`src/rtl/seq_divider_pkg.sv`:
```
// Shared types and constants for the sequential restoring divider.
package seq_divider_pkg;

   typedef enum logic [1:0] {
      StIdle,
      StRun,
      StDone
   } state_e;

   localparam int unsigned DefaultWidth = 16;
   localparam int unsigned GroupSize    = 4;

endpackage

```
`src/rtl/seq_divider_borrow_lookahead.sv`:
```
// 4-bit borrow-lookahead group: borrows into each bit and the group borrow-out.
module seq_divider_borrow_lookahead (
   input  logic       bin,
   input  logic [3:0] p,
   input  logic [3:0] g,
   output logic [3:0] b,
   output logic       bout
);

   always_comb begin
      b[0] = bin;
      b[1] = g[0] | (p[0] & bin);
      b[2] = g[1] | (p[1] & g[0]) | (p[1] & p[0] & bin);
      b[3] = g[2] | (p[2] & g[1]) | (p[2] & p[1] & g[0]) | (p[2] & p[1] & p[0] & bin);
      bout = g[3] | (p[3] & g[2]) | (p[3] & p[2] & g[1]) | (p[3] & p[2] & p[1] & g[0])
           | (p[3] & p[2] & p[1] & p[0] & bin);
   end

endmodule

```
`src/rtl/seq_divider.sv`:
```
// Multi-cycle unsigned restoring divider, one quotient bit per cycle, with a
// borrow-lookahead trial subtractor.
module seq_divider
   import seq_divider_pkg::*;
#(
   parameter int unsigned WIDTH = DefaultWidth
) (
   input  logic             clk,
   input  logic             rst,
   input  logic             start,
   input  logic [WIDTH-1:0] dividend,
   input  logic [WIDTH-1:0] divisor,
   output logic             busy,
   output logic             done,
   output logic [WIDTH-1:0] quotient,
   output logic [WIDTH-1:0] remainder,
   output logic             div_by_zero
);

   // Subtractor spans WIDTH+1 bits rounded up to whole groups.
   localparam int unsigned NumGroups = (WIDTH + GroupSize) / GroupSize;
   localparam int unsigned PadWidth  = NumGroups * GroupSize;
   localparam int unsigned CntWidth  = $clog2(WIDTH + 1);

   state_e                state_q, state_d;
   logic [WIDTH:0]        r_q, r_d;
   logic [WIDTH-1:0]      q_q, q_d;
   logic [WIDTH-1:0]      dvs_q, dvs_d;
   logic [CntWidth-1:0]   cnt_q, cnt_d;
   logic [WIDTH-1:0]      quotient_q, quotient_d;
   logic [WIDTH-1:0]      remainder_q, remainder_d;
   logic                  dbz_q, dbz_d;

   logic [WIDTH:0]        r_shift;
   logic [PadWidth-1:0]   a_pad, d_pad, p_pad, g_pad, b_pad;
   logic [NumGroups:0]    bchain;
   logic [WIDTH:0]        diff;
   logic                  no_borrow;
   logic                  unused_bits;

   assign r_shift = {r_q[WIDTH-1:0], q_q[WIDTH-1]};
   assign a_pad   = {{(PadWidth-WIDTH-1){1'b0}}, r_shift};
   assign d_pad   = {{(PadWidth-WIDTH){1'b0}}, dvs_q};
   assign p_pad   = ~(a_pad ^ d_pad);
   assign g_pad   = ~a_pad & d_pad;
   assign bchain[0] = 1'b0;

   for (genvar i = 0; i < NumGroups; i++) begin : g_group
      seq_divider_borrow_lookahead u_bla (
         .bin  (bchain[i]),
         .p    (p_pad[GroupSize*i +: GroupSize]),
         .g    (g_pad[GroupSize*i +: GroupSize]),
         .b    (b_pad[GroupSize*i +: GroupSize]),
         .bout (bchain[i+1])
      );
   end

   assign diff      = ~p_pad[WIDTH:0] ^ b_pad[WIDTH:0];
   assign no_borrow = ~bchain[NumGroups];
   // R never exceeds the divisor, so its top bit and the pad borrows carry no information.
   assign unused_bits = ^{r_q[WIDTH], b_pad[PadWidth-1:WIDTH+1]};

   always_comb begin
      state_d     = state_q;
      r_d         = r_q;
      q_d         = q_q;
      dvs_d       = dvs_q;
      cnt_d       = cnt_q;
      quotient_d  = quotient_q;
      remainder_d = remainder_q;
      dbz_d       = dbz_q;
      unique case (state_q)
         StRun: begin
            r_d   = no_borrow ? diff : r_shift;
            q_d   = {q_q[WIDTH-2:0], no_borrow};
            cnt_d = cnt_q - CntWidth'(1);
            if (cnt_q == CntWidth'(1)) begin
               state_d     = StDone;
               quotient_d  = q_d;
               remainder_d = r_d[WIDTH-1:0];
               dbz_d       = 1'b0;
            end
         end
         StIdle, StDone: begin
            state_d = StIdle;
            if (start) begin
               r_d   = '0;
               q_d   = dividend;
               dvs_d = divisor;
               cnt_d = CntWidth'(WIDTH);
               if (divisor == '0) begin
                  state_d     = StDone;
                  quotient_d  = '1;
                  remainder_d = dividend;
                  dbz_d       = 1'b1;
               end else begin
                  state_d = StRun;
               end
            end
         end
         default: state_d = StIdle;
      endcase
   end

   always_ff @(posedge clk) begin
      if (rst) begin
         state_q     <= StIdle;
         r_q         <= '0;
         q_q         <= '0;
         dvs_q       <= '0;
         cnt_q       <= '0;
         quotient_q  <= '0;
         remainder_q <= '0;
         dbz_q       <= 1'b0;
      end else begin
         state_q     <= state_d;
         r_q         <= r_d;
         q_q         <= q_d;
         dvs_q       <= dvs_d;
         cnt_q       <= cnt_d;
         quotient_q  <= quotient_d;
         remainder_q <= remainder_d;
         dbz_q       <= dbz_d;
      end
   end

   assign busy        = (state_q == StRun);
   assign done        = (state_q == StDone);
   assign quotient    = quotient_q;
   assign remainder   = remainder_q;
   assign div_by_zero = dbz_q;

endmodule

```
`config.mk`:
```
export PLATFORM = sky130hd
export DESIGN_NAME = seq_divider
export DESIGN_NICKNAME = d
export VERILOG_FILES = /design/src/rtl/seq_divider_pkg.sv /design/src/rtl/seq_divider_borrow_lookahead.sv /design/src/rtl/seq_divider.sv
export SDC_FILE = /design/constraint.sdc
export NUM_CORES = 1
export LEC_CHECK = 0
export ABC_CLOCK_PERIOD_IN_PS = 3450
export CAP_MARGIN = 5
export CORE_MARGIN = 5
export CORE_UTILIZATION = 50
export CTS_BUF_LIST = sky130_fd_sc_hd__clkbuf_16
export CTS_CLUSTER_SIZE = 25
export DETAILED_ROUTE_END_ITERATION = 10
export DONT_BUFFER_PORTS = 1
export PLACE_DENSITY = 0.76
export SKIP_LAST_GASP = 1
export SLEW_MARGIN = 20
export SYNTH_ARGS = -nofsm -noshare
export SYNTH_HDL_FRONTEND = slang
export SYNTH_SLANG_ARGS = --single-unit
```
`constraint.sdc`:
```
create_clock -name clk -period 3.45 [get_ports clk]
set_clock_uncertainty 0.1 [all_clocks]
set_input_delay 0.5175 -clock clk [delete_from_list [all_inputs] [get_ports clk]]
set_output_delay 0.5175 -clock clk [all_outputs]
set_load 0.01 [all_outputs]
```
==> impl_metrics.env <==
export IMPL_layout_commonest_cell="dfxtp_1"
export IMPL_post_cts_resized=0
export IMPL_finalSetupViolCount=0
export IMPL_num_vias=3875
export IMPL_fp_dieW_um=105
export IMPL_ys_ff_latch=88
export IMPL_yosysWarnings=0
export IMPL_maxSlewHeadroom_pct=51.0
export IMPL_cts_root_buf="clkbuf_16"
export IMPL_cts_max_level=3
export IMPL_wl_per_cell_um=17.7
export IMPL_max_stage_delay_ns=0.56
export IMPL_drc=0
export IMPL_required_ns=3.62
export IMPL_p_sw_share_pct=33.5
export IMPL_ys_dominant_reg_cell="dfxtp_1"
export IMPL_status="finished clean"
export IMPL_cp_end_kind="register"
export IMPL_p_clk_share_pct=33.9
export IMPL_fin_crit_sh_pct=89.6
export IMPL_reg2reg_from="r_q[6]$_SDFFE_PP0P_"
export IMPL_dieArea_mm2=0.0110
export IMPL_power_internal_mw=1.90
export IMPL_power_leakage_nw=1.75
export IMPL_hold_viol=0
export IMPL_wirelength_um=11500
export IMPL_detailed_place_hpwl_um=8380
export IMPL_crit_arrival_ns=3.26
export IMPL_cts_buffer_depth=2
export IMPL_critPathMaxFanout=11
export IMPL_drive_above_1_share_pct=7.79
export IMPL_tightest_slew_ns=0.735
export IMPL_layout_common_cells="dfxtp_1, nand2_1, nor2_1"
export IMPL_insertion_delay_ns=0.34
export IMPL_crit_buf_inv=2
export IMPL_cts_sinks=88
export IMPL_fmax_mhz=324
export IMPL_r2r_end="remainder[8]$_SDFFE_PP0P_"
export IMPL_dp_cells=631
export IMPL_vias_per_cell=5.99
export IMPL_rsz0062_at_grt="false"
export IMPL_path_class="register to register"
export IMPL_rrSetupSlack_ns=0.36
export IMPL_async_reset_ff_share_pct=0
export IMPL_power_switching_mw=0.957
export IMPL_antenna_found_initial=0
export IMPL_syn_inst=547
export IMPL_clk_pin_slew_ns=0.07
export IMPL_port_buffers=0
export IMPL_grt_pass1_wl_um=18900
export IMPL_globalplace_congestion=0.945
export IMPL_route_antenna_remaining_nets=0
export IMPL_grt_pass1_vias=3812
export IMPL_post_cts_repair_setup_buffers=0
export IMPL_hold_class="primary input to register"
export IMPL_syn_area_mm2=0.00451
export IMPL_postSynthAreaPerCell_um2=8.24
export IMPL_initial_utilization_pct=51.4
export IMPL_io_pins=70
export IMPL_fin_setup_tns_ns=0
export IMPL_critPathCapture="remainder[8]$_SDFFE_PP0P_"
export IMPL_crit_slowest_cell="a31o_1"
export IMPL_maxCapViolCount=0
export IMPL_syn_nets=604
export IMPL_ys_types=55
export IMPL_gr_total_overflow=0
export IMPL_whs_ns=0.138
export IMPL_reg2regPathDepth=10
export IMPL_firstDrtPassIters=5
export IMPL_cp_depth=10
export IMPL_tritoncts="built"
export IMPL_area_growth_pct=7.38
export IMPL_cts_hold_fix_buffers=0
export IMPL_p_comb_share_pct=25.9
export IMPL_crit_path_start_kind="register"
export IMPL_cp_startpoint="r_q[6]$_SDFFE_PP0P_"
export IMPL_drv_slew=0
export IMPL_grt_max_degree=91
export IMPL_path_delay_family="compound AO/OA/AOI/OAI gates"
export IMPL_track_usage_pct=20.9
export IMPL_instances_no_fill=647
export IMPL_numCtsBuffers=9
export IMPL_peakVddDrop_mv=0.242
export IMPL_core_area_mm2=0.00876
export IMPL_first_iter_violations=253
export IMPL_die_h_um=105
export IMPL_ys_seq_area_share_pct=39.1
export IMPL_p_seq_share_pct=40.2
export IMPL_crit_chain="inv_1 -> ha_1 -> o211ai_1 -> nand4bb_4 -> nor3b_1 -> a31o_1 -> buf_4 -> mux2i_1 -> a211oi_1 -> nor3_1"
export IMPL_antenna_cells=0
export IMPL_fin_crit_ns=3.09
export IMPL_p_per_area_mw_per_mm2=591
export IMPL_synth_edf_count=0
export IMPL_nNetsFinal=591
export IMPL_rows=34
final cells by class:
type	count	area, um2
Fill cell	787	3920
Multi-Input combinational cell	400	2470
Sequential cell	88	1760
Clock buffer	9	225
Tap cell	108	135
Inverter	24	90.1
Timing Repair Buffer	11	82.6
Clock inverter	7	72.6
cell families (layout without fill, tap and decap cells):
family / Yosys count / after routing / share of synthesized area, %
xor+xnor: 10 / 10 / 1.94
mux: 11 / 11 / 2.44
simple gates: 227 / 227 / 23.1
buf+inv: 59 / 51 / 6.05
flops: 88 / 88 / 39.1
compound gates: 130 / 130 / 20.6
fa+ha+maj: 22 / 22 / 6.77
worst min path at each step:
stage | start | end | slack [ns] | depth (start not counted)
global placement | r_q[11]$_SDFFE_PP0P_ | r_q[11]$_SDFFE_PP0P_ | 0.34 | 2
floorplan | r_q[11]$_SDFFE_PP0P_ | r_q[11]$_SDFFE_PP0P_ | 0.33 | 2
global route | rst | quotient[3]$_SDFFE_PP0P_ | 0.12 | 1
finish | rst | remainder[10]$_SDFFE_PP0P_ | 0.14 | 1
CTS | rst | quotient[10]$_SDFFE_PP0P_ | 0.14 | 1
detailed placement | r_q[7]$_SDFFE_PP0P_ | r_q[7]$_SDFFE_PP0P_ | 0.34 | 2
power groups by stage:
stage | registers (mW) | clock network [mW] | logic (mW)
after floorplan | 1.15 | 0 | 0.611
after global routing | 1.16 | 1.03 | 0.821
after CTS | 1.15 | 0.982 | 0.737
after global placement | 1.17 | 0 | 0.704
final | 1.15 | 0.969 | 0.742
after detailed placement | 1.17 | 0 | 0.731
flip-flops by register name, summed over array words and instances, names as in the netlist:
signal,flops
remainder,16
quotient,16
div_by_zero,1
dvs_q,16
state_q,2
q_q,16
cnt_q,5
r_q,16
routing by layer:
metal / vias up / GRT usage (%) / wire length (um)
met4: 0 / 7.67 / 291
met3: 23 / 6.17 / 1050
met5: - / 0 / 0
met1: 1819 / 28.2 / 5060
li1: 1894 / - / -
met2: 139 / 31.7 / 5060
stage by stage:
stage          setup slack (ns)  area, um2  utilization, %  total power [mW]
2_1_floorplan             0.913       4510               -              1.76
3_3_place_gp              0.573       4540            51.8              1.87
3_5_place_dp              0.409       4540            51.8              1.90
4_1_cts                   0.385       4840            55.2              2.87
5_1_grt                   0.144       4840            55.2              3.01
6_report                  0.360       4840            55.2              2.86
Yosys cell counts (all sizes together) (2+ instances only):
master   instances  area share (%)
nor4             4            0.56
a311oi          15             3.5
or3              2            0.28
nor2            76             6.6
inv             24             2.0
o22a             2            0.39
xor2             4            0.78
a211oi          22             3.9
o21ai            9             1.2
o211ai           5            0.83
nor2b           13             1.8
nand3            9             1.0
mux2i           11             2.4
dfxtp           88              39
a22oi            4            0.67
clkbuf          23             1.9
o21a             8             1.3
buf             12             2.1
a21o             2            0.33
a31oi           14             1.9
nand2b           7            0.97
a21oi           30             3.3
o31ai            2            0.33
nand2           82             6.9
nand3b           2            0.33
a2bb2oi          5            0.97
xnor2            6             1.2
ha              18             5.0
fa               4             1.8
nor3            21             2.3
o22ai            8             1.1
and2             2            0.28
Power figures use the tool's default switching activity.
